## config.mk

```make
export PLATFORM = sky130hd
export DESIGN_NAME = genreg_bridge
export DESIGN_NICKNAME = d
export VERILOG_FILES = /design/src/rtl/genreg_bridge.sv
export SDC_FILE = /design/constraint.sdc
export NUM_CORES = 1
export LEC_CHECK = 0
export ABC_AREA = 1
export ABC_CLOCK_PERIOD_IN_PS = 1300
export CAP_MARGIN = 20
export CORE_MARGIN = 2
export CORE_UTILIZATION = 38
export DETAILED_ROUTE_END_ITERATION = 6
export GPL_ROUTABILITY_DRIVEN = 0
export PLACE_DENSITY = 0.82
export SKIP_LAST_GASP = 1
export SYNTH_ARGS = -nofsm -noshare
export SYNTH_HDL_FRONTEND = slang
export SYNTH_SLANG_ARGS = --single-unit
```

## constraint.sdc

```tcl
create_clock -name clk -period 1.3 [get_ports clk]
set_input_delay 0.39 -clock clk [delete_from_list [all_inputs] [get_ports clk]]
set_output_delay 0.39 -clock clk [all_outputs]
set_load 0.03 [all_outputs]
```

## src/rtl/genreg_bridge.sv

```systemverilog
// genreg_bridge: turns a software GO edge into one generic-bus request/ack
// transaction with timeout protection and sticky done/timeout/overrun status.
module genreg_bridge #(
    parameter int          TIMEOUT  = 255,
    parameter logic [31:0] ERR_DATA = 32'hDEADBEEF
) (
    input  logic        clk,
    input  logic        reset,
    input  logic [31:0] genreg_addr_ctrl,
    input  logic [31:0] genreg_wr_data,
    output logic [31:0] genreg_rd_data,
    output logic        bus_req,
    output logic        bus_we,
    output logic [15:0] bus_addr,
    output logic [31:0] bus_wdata,
    input  logic        bus_ack,
    input  logic [31:0] bus_rdata,
    output logic        genreg_busy,
    output logic        genreg_done,
    output logic        genreg_timeout,
    output logic        genreg_overrun
);
    typedef enum logic [1:0] {IDLE, REQ, DONE} state_t;
    localparam logic [15:0] LAST = 16'(TIMEOUT - 1);
    state_t      state;
    logic        go_d;
    logic [15:0] count;
    logic        start;
    assign start = genreg_addr_ctrl[31] & ~go_d;
    assign genreg_busy = state != IDLE;
    // go_d resets high so a GO level held across reset cannot launch a transaction
    always_ff @(posedge clk) begin
        if (reset) begin
            state          <= IDLE;
            go_d           <= 1'b1;
            count          <= '0;
            bus_req        <= 1'b0;
            bus_we         <= 1'b0;
            bus_addr       <= '0;
            bus_wdata      <= '0;
            genreg_rd_data <= '0;
            genreg_done    <= 1'b0;
            genreg_timeout <= 1'b0;
            genreg_overrun <= 1'b0;
        end else begin
            go_d <= genreg_addr_ctrl[31];
            case (state)
                IDLE: if (start) begin
                    bus_addr       <= genreg_addr_ctrl[15:0];
                    bus_we         <= ~genreg_addr_ctrl[30];
                    bus_wdata      <= genreg_wr_data;
                    genreg_done    <= 1'b0;
                    genreg_timeout <= 1'b0;
                    genreg_overrun <= 1'b0;
                    count          <= '0;
                    bus_req        <= 1'b1;
                    state          <= REQ;
                end
                REQ: begin
                    count <= count + 16'd1;
                    if (start) genreg_overrun <= 1'b1;
                    if (bus_ack) begin
                        if (!bus_we) genreg_rd_data <= bus_rdata;
                        genreg_done <= 1'b1;
                        bus_req     <= 1'b0;
                        state       <= DONE;
                    end else if (count == LAST) begin
                        if (!bus_we) genreg_rd_data <= ERR_DATA;
                        genreg_timeout <= 1'b1;
                        bus_req        <= 1'b0;
                        state          <= DONE;
                    end
                end
                default: begin
                    if (start) genreg_overrun <= 1'b1;
                    state <= IDLE;
                end
            endcase
        end
    end
endmodule
```

==> results.toml <==
[detailed_routing]
viasPerCell = 4.77
vias = 4604
drc_errors = 0
first_pass_iters = 4
postRouteAntennaNets = 0
drtIter0Drc = 340
wirelength_microns = 12300
routedWlPerCell_microns = 12.7

[global_routing]
grt_pass1_vias = 4301
grt_pass1_wl_microns = 20000
grtUsageTotal_pct = 19.2
grt_overflow = 0
antenna_found_initial = 0
grt_max_degree = 30

[timing]
setup_viol = 38
rsz0062_at_grt = "yes"
fin_skew_ns = 0.00848
hold_viol_final = 0
fmax_mhz = 718
fin_ws_ns = -0.0924
finalMaxSlewViolations = 0
min_period_ns = 1.39
setup_tns_ns = -1.58
tightest_slew_ns = 0.260
fin_crit_sh_pct = 107
relSlewSlack_pct = 82.6

[power_and_ir_drop]
p_leak_nw = 3.03
fin_total_pwr_mw = 7.10
ir_drop_mv = 0.558
power_density_nw_per_um2 = 1020

[critical_path]
path_cells = "nor2_1, nand2_1, nor2_2, nand2_2, nand2_4, nand3_4, buf_12, nand2_4, inv_2, nor2_2"
critPathSlowestCell = "dfxtp_1"
path_class = "register to register"
path_delay_family = "simple AND/OR/NAND/NOR gates"
path_max_fanout = 7
cp-end-kind = "register"
cpPeakStageDelay_ns = 0.33
crit_buf_inv = 2
cp-start-kind = "register"
arrival_ns = 1.68
cp.required_ns = 1.59

[synth]
yosys.area_share.adder_pct = 0.581
synth-seq-cells = 104
ys_top_cells_by_area = "dfxtp_1 48%, nor2_1 11%, nand2_1 8.4%, inv_1 7.4%, o21ai_0 7.0%"
synth_top_family_by_area = "simple AND/OR/NAND/NOR gates"
synthesis.nets = 714
syn_area_per_cell_sq_um = 7.03
synthMuxAreaShare_pct = 0
netlist.top_cell.by_area = "dfxtp_1"
synth_area_sq_um = 4310
yosys.area.top_type_share_pct = 48.3
ys_warn_count = 0
synth_cells = 613
synth_xor_area_share_pct = 0
synth-simple-area-share_pct = 26.6
synth_compound_area_share_pct = 12.7
yosysSeqAreaShare_pct = 48.3
ys_types = 24

[layout]
drive_gt1_share_pct = 30.0
diodes = 0
area_growth_pct = 62.2
finalInstanceArea_sq_um = 6990
instances_no_fill = 966
final_nets = 922

[die]
core_area_sq_um = 10900
die_w_microns = 110
die-area_sq_um = 12200
placementRows = 38
die_y_microns = 110
ios = 185
initial_core_util_pct = 39.4

[placement]
place_hpwl_microns = 8380
portBuffers = 170
place_inst = 940
dpl_worst_slack_ns = -0.562
placed_area_sq_um = 6290

[cts]
root_buffer = "clkbuf_16"
tritoncts = "yes"
cts_buffer_depth = 2
clkLatencyLatePin_ns = 0.34
clk_pin_slew_ns = 0.07
numCtsBuffers = 9
htreeDepth = 3
cts_num_sinks = 104

[hold_path]
hp-class = "input pin to register"

[status]
violations = "negative setup slack"
status = "finished, violations left"

[job]
max_cap_violations = 0
-- synthesized netlist by cell type, drive strengths merged --
| library cell | number |
|---|---|
| a211oi | 1 |
| a21boi | 1 |
| a21oi | 41 |
| buf | 19 |
| clkbuf | 20 |
| dfxtp | 104 |
| ha | 2 |
| inv | 88 |
| nand2 | 97 |
| nand3 | 11 |
| nand4 | 35 |
| nor2 | 123 |
| nor3 | 5 |
| o21a | 1 |
| o21ai | 61 |
| o22ai | 1 |
| o31ai | 1 |
| or2 | 2 |
-- what timing repair did --
action                     4_1_cts  5_1_grt
resized for setup               57       59
setup buffers                    7        2
pin swaps                       17       17
hold buffers                     0        0
gates cloned                     1        0
setup endpoints to repair      102       77
-- report_power, final --
group	total [mW]	switching (mW)	leakage (nW)	internal, mW
Clock	2.61	1.28	0.137	1.34
Combinational	1.14	0.593	2.05	0.549
Sequential	3.34	0.0548	0.850	3.29
-- flip-flops by register name (all words and copies together) (netlist names) --
name,flops
genreg_timeout,1
genreg_rd_data,32
genreg_done,1
go_d,1
count,16
bus_wdata,32
state,2
bus_we,1
bus_req,1
bus_addr,16
genreg_overrun,1
-- cells in the final DEF, fill, tap and decap left out, types with 5 or more instances in the layout --
| cell | count |
|---|---|
| nor2_1 | 110 |
| clkdlybuf4s50_1 | 82 |
| clkbuf_16 | 9 |
| nand2_1 | 76 |
| nand2_2 | 14 |
| inv_2 | 10 |
| nand4_1 | 35 |
| o21ai_0 | 48 |
| buf_12 | 6 |
| a21oi_2 | 14 |
| o21ai_1 | 13 |
| dfxtp_2 | 10 |
| buf_6 | 9 |
| inv_1 | 76 |
| nor2_4 | 5 |
| dfxtp_1 | 94 |
| nand2_4 | 7 |
| nor2_2 | 8 |
| a21oi_1 | 27 |
| buf_4 | 136 |
| nand3_1 | 8 |
-- cell type report --
type	instances	area, sq um
clock buffers	10	229
clock inverters	6	52.6
fillers	909	3950
inverters	88	338
multi-input cells	382	1990
flip-flops and latches	104	2090
well taps	140	175
repair buffers	236	2110
-- kinds of logic (layout without fill, tap and decap cells) --
family / Yosys count / count (layout)
fa+ha+maj: 2 / 2
flops: 104 / 104
compound gates: 107 / 107
simple gates: 273 / 273
buf+inv: 127 / 340
-- per-layer routing --
metal  vias to the layer above  share of wire (%)  GRT usage, %
met2                       173                 48          32.5
met1                      2064                 43          24.2
met3                        19                7.6          5.43
met5                         -                  0             0
met4                         0                1.6          4.92
li1                       2348                  -             -
-- final timing paths --
path / start / endpoint / slack [ns] / depth (start not counted)
worst max register to register: count[10]$_SDFFE_PP0P_ / genreg_rd_data[14]$_SDFFE_PP0P_ / -0.09 / 10
worst max-delay path: count[10]$_SDFFE_PP0P_ / genreg_rd_data[14]$_SDFFE_PP0P_ / -0.09 / 10
worst min-delay path: genreg_addr_ctrl[31] / go_d$_SDFF_PP1_ / 0.40 / 2
worst min register to register: genreg_rd_data[28]$_SDFFE_PP0P_ / genreg_rd_data[28]$_SDFFE_PP0P_ / 0.45 / 2
-- stage by stage --
| step | hold slack [ns] | utilization, % |
|---|---|---|
| floorplan | 0.459 | - |
| global placement | 0.433 | 57.5 |
| detailed placement | 0.437 | 57.5 |
| CTS | 0.396 | 62.3 |
| global route | 0.437 | 63.9 |
| finish | 0.405 | 63.9 |
(Power assumes the default switching activity.)
